`src/rtl/multi_threshold_controller.sv`:
```
// Multi-channel hysteresis climate controller: periodic sensor sampling, per-channel actuators, command port.
// Latency: sample_valid -> act update 2 cycles; commands take effect 1 cycle after cmd_valid.
// Backpressure: none; sensor handshake bounded by ACK_TIMEOUT, report_req held until report_done.
//
// Ports:
//   clk, rst_n                  clock, asynchronous active-low reset
//   sensor_req / sample_valid / sample_data   sensor request level, sample pulse and packed readings
//   cmd_valid/cmd_op/cmd_ch/cmd_val, cmd_err  command strobe, fields, reject pulse
//   act, forced, sensor_fault, samples_q      actuator outputs, manual-mode flags, fault flag, latched readings
//   report_req / report_done                  metrics report request level and its completion
module multi_threshold_controller #(
  parameter int                   N_CH        = 2,
  parameter int                   DW          = 8,
  parameter int                   TICK_CYCLES = 1000000,
  parameter int                   ACK_TIMEOUT = 50000,
  parameter logic [N_CH-1:0]      POL         = 2'b01,
  parameter logic [N_CH*DW-1:0]   HI_RST      = {8'd63, 8'd34},
  parameter logic [N_CH*DW-1:0]   LO_RST      = {8'd42, 8'd1}
) (
  input  logic                 clk,
  input  logic                 rst_n,
  output logic                 sensor_req,
  input  logic                 sample_valid,
  input  logic [N_CH*DW-1:0]   sample_data,
  input  logic                 cmd_valid,
  input  logic [2:0]           cmd_op,
  input  logic [2:0]           cmd_ch,
  input  logic [DW-1:0]        cmd_val,
  output logic                 cmd_err,
  output logic [N_CH-1:0]      act,
  output logic [N_CH-1:0]      forced,
  output logic                 sensor_fault,
  output logic [N_CH*DW-1:0]   samples_q,
  output logic                 report_req,
  input  logic                 report_done
);

  localparam int TW = (TICK_CYCLES > 1) ? $clog2(TICK_CYCLES) : 1;
  localparam int WW = (ACK_TIMEOUT > 1) ? $clog2(ACK_TIMEOUT) : 1;

  typedef enum logic [1:0] {IDLE, WAIT, EVAL} state_t;

  state_t           state, state_nx;
  logic [TW-1:0]    tick_cnt;
  logic [WW-1:0]    wait_cnt;
  logic             tick;
  logic             accept;
  logic             timeout;
  logic [DW-1:0]    hi [N_CH];
  logic [DW-1:0]    lo [N_CH];
  logic [DW-1:0]    sel_hi, sel_lo, s;
  logic             cmd_ok;
  logic [N_CH-1:0]  act_nx, forced_nx;
  logic             report_set;

  assign tick       = (tick_cnt == TW'(TICK_CYCLES - 1));
  assign sensor_req = (state == WAIT);
  assign accept     = (state == WAIT) && sample_valid;
  // A sample arriving on the last wait cycle still counts as a success.
  assign timeout    = (state == WAIT) && !sample_valid && (wait_cnt == WW'(ACK_TIMEOUT - 1));

  always_ff @(posedge clk or negedge rst_n) begin
    if (!rst_n) begin
      tick_cnt <= '0;
      wait_cnt <= '0;
      state    <= IDLE;
    end else begin
      tick_cnt <= tick ? '0 : tick_cnt + TW'(1);
      wait_cnt <= (state == WAIT) ? wait_cnt + WW'(1) : '0;
      state    <= state_nx;
    end
  end

  // A tick seen while WAIT is active is dropped; EVAL never holds req high, so a tick there starts a new wait.
  always_comb begin
    state_nx = state;
    case (state)
      IDLE:    if (tick) state_nx = WAIT;
      WAIT:    if (sample_valid) state_nx = EVAL;
               else if (timeout) state_nx = IDLE;
      EVAL:    state_nx = tick ? WAIT : IDLE;
      default: state_nx = IDLE;
    endcase
  end

  // Command legality; channel lookup by loop keeps out-of-range cmd_ch from indexing the arrays.
  always_comb begin
    sel_hi = '0;
    sel_lo = '0;
    cmd_ok = 1'b0;
    for (int c = 0; c < N_CH; c++) begin
      if (int'(cmd_ch) == c) begin
        cmd_ok = 1'b1;
        sel_hi = hi[c];
        sel_lo = lo[c];
      end
    end
    case (cmd_op)
      3'd0:             if (cmd_val < sel_lo) cmd_ok = 1'b0;
      3'd1:             if (cmd_val > sel_hi) cmd_ok = 1'b0;
      3'd2, 3'd3, 3'd4: ;
      default:          cmd_ok = 1'b0;
    endcase
  end

  // Evaluation uses registered thresholds/mode; an accepted force command then overrides its own channel.
  always_comb begin
    act_nx     = act;
    forced_nx  = forced;
    report_set = 1'b0;
    s          = '0;
    if (state == EVAL) begin
      report_set = 1'b1;
      for (int c = 0; c < N_CH; c++) begin
        s = samples_q[c*DW +: DW];
        if (!forced[c]) begin
          if (POL[c]) begin
            if (s > hi[c])      act_nx[c] = 1'b1;
            else if (s < lo[c]) act_nx[c] = 1'b0;
          end else begin
            if (s < lo[c])      act_nx[c] = 1'b1;
            else if (s > hi[c]) act_nx[c] = 1'b0;
          end
        end
      end
    end
    if (timeout) begin
      report_set = 1'b1;
      for (int c = 0; c < N_CH; c++)
        if (!forced[c]) act_nx[c] = 1'b0;
    end
    if (cmd_valid && cmd_ok) begin
      for (int c = 0; c < N_CH; c++) begin
        if (int'(cmd_ch) == c) begin
          case (cmd_op)
            3'd2:    begin forced_nx[c] = 1'b1; act_nx[c] = 1'b1; end
            3'd3:    begin forced_nx[c] = 1'b1; act_nx[c] = 1'b0; end
            3'd4:    forced_nx[c] = 1'b0;
            default: ;
          endcase
        end
      end
    end
  end

  always_ff @(posedge clk or negedge rst_n) begin
    if (!rst_n) begin
      for (int c = 0; c < N_CH; c++) begin
        hi[c] <= HI_RST[c*DW +: DW];
        lo[c] <= LO_RST[c*DW +: DW];
      end
      act          <= '0;
      forced       <= '0;
      cmd_err      <= 1'b0;
      sensor_fault <= 1'b0;
      samples_q    <= '0;
      report_req   <= 1'b0;
    end else begin
      for (int c = 0; c < N_CH; c++) begin
        if (cmd_valid && cmd_ok && int'(cmd_ch) == c) begin
          if (cmd_op == 3'd0) hi[c] <= cmd_val;
          if (cmd_op == 3'd1) lo[c] <= cmd_val;
        end
      end
      act     <= act_nx;
      forced  <= forced_nx;
      cmd_err <= cmd_valid && !cmd_ok;
      if (accept) begin
        samples_q    <= sample_data;
        sensor_fault <= 1'b0;
      end else if (timeout) begin
        sensor_fault <= 1'b1;
      end
      // Set has priority over a same-cycle report_done.
      if (report_set)       report_req <= 1'b1;
      else if (report_done) report_req <= 1'b0;
    end
  end

endmodule

```
`config.mk`:
```
export PLATFORM = sky130hd
export DESIGN_NAME = multi_threshold_controller
export DESIGN_NICKNAME = d
export VERILOG_FILES = /design/src/rtl/multi_threshold_controller.sv
export SDC_FILE = /design/constraint.sdc
export NUM_CORES = 1
export LEC_CHECK = 0
export ABC_AREA = 1
export BUFFER_PORTS_ARGS = -buffer_cell sky130_fd_sc_hd__buf_2
export CAP_MARGIN = 10
export CORE_MARGIN = 8
export CORE_UTILIZATION = 50
export DETAILED_ROUTE_END_ITERATION = 10
export PLACE_DENSITY = 0.73
export SYNTH_ARGS = -nofsm -noshare
export SYNTH_HDL_FRONTEND = slang
export SYNTH_SLANG_ARGS = --single-unit
```
`constraint.sdc`:
```
create_clock -name clk -period 2.5 [get_ports clk]
set_input_delay 0 -clock clk [delete_from_list [all_inputs] [get_ports clk]]
set_output_delay 0 -clock clk [all_outputs]
set_load 0.02 [all_outputs]
```
# Word-level counts from Yosys, hierarchy flattened
# Index checks and enable logic that the tools add are counted.
# op_classes
addsub,2
magnitude_cmp,6
eq_ne,11
muxes,38
reduce_logical,24
# op_table
cell,n
$mux 8,4
$gt 8x8->1,3
$lt 8x8->1,3
$mux 1,21
$add 20x1->20 const B,1
$eq 20x20->1 const B,1
$mux 20,1
$add 16x1->16 const B,1
$eq 16x16->1 const B,1
$mux 16,1
$mux 2,6
$reduce_and 2->1,5
$eq 3x2->1 const B,3
$logic_and 1x1->1,7
$logic_not 3->1,2
$pmux 1 s2,3
$pmux 2 s3,1
$reduce_and 3->1,2
$reduce_bool 2->1,3
$eq 3x1->1 const B,1
$eq 3x3->1 const B,1
$ne 3x1->1 const B,1
$pmux 1 s3,1
$reduce_or 3->1,1
other kinds (6),7
# word_totals
register_bits,93
in_bits,35
out_inout_bits,24
wordCells,95

# Depth between registers and ports, before layout
# Gate-level depths: netlist of the first run.
# logic_depth
word_depth,10
mapped_depth,19
depth_no_buf,18

# Worst setup path after synthesis of the first run
# OpenSTA, ideal clock, no wires.
# synth_timing
path_kind,input-to-reg
start,input port cmd_ch[2]
end,register lo[15] in the netlist's numbering
setup_time_ns,0.121
arrival_time_ns,2.453
required_ns,2.379
slack_ns,-0.074
path_stages,17
n_path_buf,2
path_cell_list,nor2_2 -> inv_1 -> nor2_1 -> clkbuf_1 -> a22oi_1 -> ha_1 -> a21oi_1 -> o21ai_0 -> nand2_1 -> nand3_1 -> nand2_1 -> a21oi_1 -> nand2_2 -> nand4_2 -> buf_2 -> o21bai_1 -> nand2_1
# synth_via
elab_chain_len,9
word_cells_on_any_way,16
classes_between,2 x order compare; 1 x eq/ne; 9 x mux; 4 x reduce/logical
# synth_lines
element,line,rtl
start: declaration,27,"input logic [2:0] cmd_ch,"
$logic_not 3->1,"92, 160",
$mux 8 (2 in series),92,if (int'(cmd_ch) == c) begin
$gt 8x8->1 or $lt 8x8->1 (tied branches),"100, 99",
"$mux 1, on equally long branches","100, 99",
$pmux 1 s3,98,case (cmd_op)
$logic_and 1x1->1,160,if (cmd_valid && cmd_ok && int'(cmd_ch) == c) begin
$logic_and 1x1->1 *,160,
$reduce_and 2->1 (no line) *,n/a,
end signal: indexed assignment,150,lo[c] <= LO_RST[c*DW +: DW];
end signal: indexed assignment,162,if (cmd_op == 3'd1) lo[c] <= cmd_val;
end: declaration,50,logic [DW-1:0] lo [N_CH];
# Every way passes the cells marked *; elsewhere a longest branch is shown, timed or not.
# A chain may end at the register's enable or synchronous reset.

# Worst setup path after layout of the first run
# layout_timing
start,register hi[0] in the netlist's numbering
end,register lo[14] in the netlist's numbering
# layout_via
elab_chain_len,7
# layout_lines
element,line,rtl
start: declaration,49,logic [DW-1:0] hi [N_CH];
start signal: indexed assignment,149,hi[c] <= HI_RST[c*DW +: DW];
start signal: indexed assignment,161,if (cmd_op == 3'd0) hi[c] <= cmd_val;
$mux 8,92,
$gt 8x8->1,100,3'd1: if (cmd_val > sel_hi) cmd_ok = 1'b0;
$mux 1,100,
$pmux 1 s3,98,
$logic_and 1x1->1 (2 in series),160,
$reduce_and 2->1 (no line),n/a,
# Every way passes these cells.

==> results of run 1 <==
==> cell usage after synthesis (2+ instances only) <==
cell type | n | area [um^2]
a211oi_1 | 4 | 30.0
a21boi_0 | 2 | 15.0
a21oi_1 | 36 | 180
a22oi_1 | 14 | 105
a31oi_1 | 3 | 18.8
buf_2 | 2 | 10.0
buf_6 | 2 | 22.5
clkbuf_1 | 10 | 37.5
clkinv_1 | 2 | 7.51
dfrtp_1 | 81 | 2030
dfstp_2 | 12 | 315
ha_1 | 47 | 588
inv_1 | 98 | 368
nand2_1 | 178 | 668
nand3_1 | 55 | 275
nand4_1 | 9 | 56.3
nand4_2 | 2 | 25.0
nor2_1 | 41 | 154
nor2_4 | 2 | 22.5
nor3_1 | 15 | 75.1
nor4_1 | 6 | 37.5
o21a_1 | 3 | 22.5
o21ai_0 | 20 | 100
o21bai_1 | 32 | 240
o31a_1 | 2 | 17.5
xor2_1 | 7 | 61.3
==> stage by stage <==
step / instance area [um^2] / setup TNS, ps / worst slack (ps) / hold slack [ps]
6_report: 6670 / 0 / 96.4 / 74.2
3_3_place_gp: 6080 / 0 / 84.3 / 54.8
2_1_floorplan: 5590 / 0 / 15.8 / -296
4_1_cts: 6570 / 0 / 11.2 / 23.6
3_5_place_dp: 6080 / -728 / -59.0 / 59.4
5_1_grt: 6670 / -441 / -43.4 / 128
==> cells by family (layout without fill, tap and decap cells) <==
logic type | Yosys count | after routing | share of synthesized area
AO/OA/AOI/OAI | 121 | 121 | 0.137
XOR/XNOR | 7 | 7 | 0.0110
adder cells (fa/ha/maj) | 47 | 47 | 0.105
buffers and inverters | 115 | 215 | 0.0805
flip-flops | 93 | 93 | 0.420
AND/OR/NAND/NOR | 315 | 317 | 0.246
==> cell type report <==
cell class	count	area, um^2
flip-flops and latches	93	2340
fillers	940	4210
clock inverters	6	96.3
well taps	140	175
repair buffers	98	711
inverters	101	379
clock buffers	10	128
multi-input cells	492	2840
==> how the worst min path moves through the flow <==
| stage | endpoint | slack (ps) | cells past startpoint |
|---|---|---|---|
| 6_report | forced[0] | 70 | 4 |
| 3_5_place_dp | tick_cnt[6] | 60 | 1 |
| 3_3_place_gp | tick_cnt[6] | 50 | 1 |
| 5_1_grt | sensor_fault | 130 | 4 |
| 4_1_cts | hi[9] | 20 | 4 |
| 2_1_floorplan | act[0] | -300 | 0 |
==> timing repair <==
| item | 4_1_cts | 5_1_grt |
|---|---|---|
| hold buffers | 27 | 0 |
| setup buffers | 0 | 4 |
| endpoints found under the setup margin | 0 | 34 |
| hold endpoints to repair | 95 | 0 |
| gates resized for setup | 0 | 3 |
==> per-layer routing <==
| metal | routed length [um] | track usage |
|---|---|---|
| met3 | 778 | 0.0319 |
| met1 | 6870 | 0.273 |
| met4 | 257 | 0.0694 |
| met5 | 0 | 0 |
| met2 | 6510 | 0.298 |
==> worst reg2reg max path, delay by kind of cell (launching register included) <==
family                   cells  cell delay (ps)
buffers and inverters        3              260
flip-flops                   1              540
AND/OR/NAND/NOR              6              650
AO/OA/AOI/OAI                5              670
adder cells (fa/ha/maj)      1              190
==> state kept, by name, summed over array words and instances (netlist names) <==
register,flops
hi,16
forced,2
tick_cnt,20
sensor_fault,1
act,2
lo,16
wait_cnt,16
samples_q,16
cmd_err,1
state,2
report_req,1
==> power by group <==
group / switching, mW / total (mW) / internal (mW)
clock: 0.557 / 1.13 / 0.574
sequential: 0.0875 / 1.72 / 1.63
combinational: 0.419 / 0.701 / 0.282
total: 1.06 / 3.55 / 2.48
==> flow_summary.yaml, run 1 <==
run_status:
  outcome: "finished clean"
min_path:
  min_from: "cmd_op[2]"
  hold_class: "in -> reg"
clock_network:
  cts_sinks: 93
  cts_tree: "yes"
  cts_buffer_depth: 2
  clk_latency_ps: 370
  cts_root_buffer: "clkbuf_8"
  cts_max_level: 3
  cts_buffers: 9
  cts.clk_slew.worst_paths_ps: 90
setup_path:
  cp_slowest_cell: "dfstp_2"
  worst_setup_path_end_kind: "register"
  path_depth: 15
  critPathLaunch: "hi[0]"
  crit_family: "compound AO/OA/AOI/OAI gates"
  crit_type: "reg -> reg"
  crit_end: "lo[14]"
  worstPathArrival_ps: 2660
  crit_chain: "inv_1 -> o22ai_2 -> ha_1 -> inv_1 -> a21oi_1 -> o21ai_0 -> nand2_1 -> nand3_1 -> nand2_1 -> a21oi_1 -> nand2_2 -> buf_4 -> nand4_2 -> o21bai_1 -> nand2_1"
  cp-start-kind: "register"
  critPathMaxStageDelay_ps: 540
  path_common_cell: "nand2_1"
  worstPathRequired_ps: 2760
  worst-r2r-setup-slack_ps: 100
  crit_buf_inv: 3
  critPathMaxFanout: 8
  r2r-start: "hi[0]"
  reg2reg_depth: 15
  reg2reg_to: "lo[14]"
detailed_routing:
  drt_iter0_drc: 367
  drc: 0
  ant_nets: 0
  finalWirelength_mm: 14.4
  dr.pass1.iters: 5
  vias: 5101
  vias_per_cell: 5.43
  wl_per_cell_um: 15.3
die:
  die_w_um: 122
  num_rows: 38
  die-area_um2: 14800
  pin_count: 59
  dieHeight_um: 122
  initial_core_util: 0.513
  core-area_um2: 10900
layout:
  drive_above_1_share: 0.139
  antenna_cells: 0
  fin_util: 0.613
  area_delta_synth_final_pct: 19.6
  instances_no_fill: 940
  final_common_cell: "nand2_1"
  final_cell_mix: "nand2_1, inv_1, dfrtp_1"
  layout.nets: 877
place:
  io_buffers: 58
  dp_hpwl_mm: 10.2
  globalplace.congestion: 0.948
  dp.cells: 891
yosys:
  avgSynthCellArea_um2: 7.99
  yosysSeqAreaShare: 0.420
  synthArstFlopShare: 1.00
  syn_area_um2: 5580
  synthCells: 698
  syn_nets: 780
  synth-seq-cells: 93
  yosys_warnings: 0
  ys_types: 39
  ys.flop_type: "dfrtp_1"
  synth-edff-count: 0
timing:
  slew_viol_final: 0
  skew_ps: 11.4
  slew_headroom: 0.571
  worstMarginPinSlew_ps: 642
  report.final.setup_viol: 0
  finalCritPeriodShare: 0.961
  period_minus_slack_ps: 2400
  hold_violations: 0
  max_clock_freq_mhz: 416
flow_run:
  cap_violations: 0
power_and_ir_drop:
  power_leakage_nw: 3.39
  ir_drop_mv: 0.276
  finalPower_mw: 3.55
  p_per_area_nw_per_um2: 532
global_routing:
  grt_use_total: 0.195
  antenna_found_initial: 0
  grt_pass1_wl_mm: 23.4
  grt_pass1_vias: 4887
  grt_max_degree: 50
  overflow: 0
Power figures use the tool's default switching activity.
==> run 2: changes to the inputs <==
Settings changed: CORE_MARGIN 8 to 2.
==> flow_summary.yaml, run 2 (synthesis gave the netlist of run 1 again) <==
detailed_routing:
  ant_nets: 0
  vias: 5229
  wl_per_cell_um: 15.5
  drc: 0
  finalWirelength_mm: 14.7
  dr.pass1.iters: 5
  drt_iter0_drc: 396
  vias_per_cell: 5.52
layout:
  final_common_cell: "nand2_1"
  seq_area_um2: 2340
  antenna_cells: 0
  layout.nets: 884
  multiInputGateArea_um2: 2870
  largest_register_ffs: 20
  fin_area_um2: 6760
  fillers: 943
  area_delta_synth_final_pct: 21.2
  regMostFlops: "tick_cnt"
  final_cell_mix: "nand2_1, inv_1, dfrtp_1"
  drive_above_1_share: 0.150
die:
  num_rows: 38
  initial_core_util: 0.513
  core-area_um2: 10900
  pin_count: 59
  die-area_um2: 12000
  die_w_um: 110
  dieHeight_um: 110
power_and_ir_drop:
  power_leakage_nw: 3.42
  p_per_area_nw_per_um2: 521
  finalPower_mw: 3.52
  ir_drop_mv: 0.385
global_routing:
  grt_use_total: 0.249
  grt_pass1_wl_mm: 22.9
  antenna_found_initial: 0
  grt_pass1_vias: 4747
  overflow: 0
  grt_max_degree: 56
min_path:
  hold_class: "in -> reg"
  min_from: "sample_valid"
  hold_path_depth: 4
  whs_endpoint: "state[1]"
flow_run:
  cap_violations: 0
run_status:
  violations: "negative setup slack"
  outcome: "finished, violations left"
setup_path:
  reg2reg_to: "forced[0]"
  reg2reg_depth: 15
  crit_type: "reg -> reg"
  worstPathRequired_ps: 2760
  worstPathArrival_ps: 2760
  worst_setup_path_end_kind: "register"
  worst-r2r-setup-slack_ps: -3
  cp-start-kind: "register"
  critPathMaxFanout: 5
  r2r-start: "hi[0]"
timing:
  finalCritPeriodShare: 1.00
  worstMarginPinSlew_ps: 684
  max_clock_freq_mhz: 399
  hold_violations: 0
  slew_headroom: 0.544
  skew_ps: 6.26
  slew_viol_final: 0
  period_minus_slack_ps: 2500
  report.final.setup_viol: 1
  layout_setup_ws_ps: -3.26
  fin_hold_ws_ps: 85.9
clock_network:
  cts_max_level: 3
  cts_buffer_depth: 2
  cts.clk_slew.worst_paths_ps: 90
  cts_tree: "yes"
  cts_root_buffer: "clkbuf_8"
  cts_sinks: 93
  cts_buffers: 9
  clk_latency_ps: 390
place:
  io_buffers: 58
  globalplace.congestion: 0.955
  place_area_um2: 6090
  dp_hpwl_mm: 9.92
## run 2: timing repair
action / 4_1_cts / 5_1_grt
setup buffers: 0 / 9
endpoints found under the setup margin: 0 / 34
resized for setup: 0 / 7
endpoints found under the hold margin: 88 / 0
hold buffers: 27 / 0
## run 2: worst max-delay path by stage
stage	start	endpoint	slack, ps	cells past startpoint
4_1_cts	hi[9]	lo[12]	50	12
3_5_place_dp	cmd_ch[2]	lo[12]	-20	17
3_3_place_gp	cmd_ch[2]	lo[7]	110	17
5_1_grt	hi[0]	forced[0]	-130	15
6_report	hi[0]	forced[0]	-3	15
2_1_floorplan	cmd_ch[2]	lo[15]	20	17
## run 2: worst max-delay path, cell delays in order (launching register included)
cell and delay [ps]:
dfstp_2 540, inv_1 60, o22ai_2 190, ha_2 200, inv_1 50, a21oi_2 110
o21ai_1 70, nand2_1 70, nand3_1 80, nand2_1 80, a21oi_1 90, nand2_2 170
nand3_4 140, buf_4 170, o21ai_0 210, o21ai_0 150
## run 2: where the power goes
group | switching [mW] | internal, mW
Sequential | 0.0923 | 1.63
Combinational | 0.435 | 0.294
Clock | 0.577 | 0.496
## run 2: metal layers
| layer | GRT usage | part of all wire | vias up |
|---|---|---|---|
| met4 | 0.0967 | 0.021 | 0 |
| met5 | 0 | 0 | - |
| met1 | 0.361 | 0.46 | 2483 |
| met2 | 0.379 | 0.47 | 176 |
| li1 | - | - | 2537 |
| met3 | 0.0332 | 0.054 | 33 |
## run 2: cell type report
class                   instances  area share
clock inverters                 6      0.0107
flip-flops and latches         93       0.346
inverters                     101      0.0561
multi-input cells             493       0.424
repair buffers                104       0.116
well taps                     140      0.0259
clock buffers                  10      0.0204
## run 2: through the flow
stage	util	TNS, ps	setup WS, ps	instances
finish	0.621	-3.26	-3.26	947
global route	0.621	-1760	-126	947
CTS	0.603	0	50.8	934
detailed placement	0.559	-106	-23.8	891
global placement	0.559	0	110	891
floorplan	-	0	15.8	698
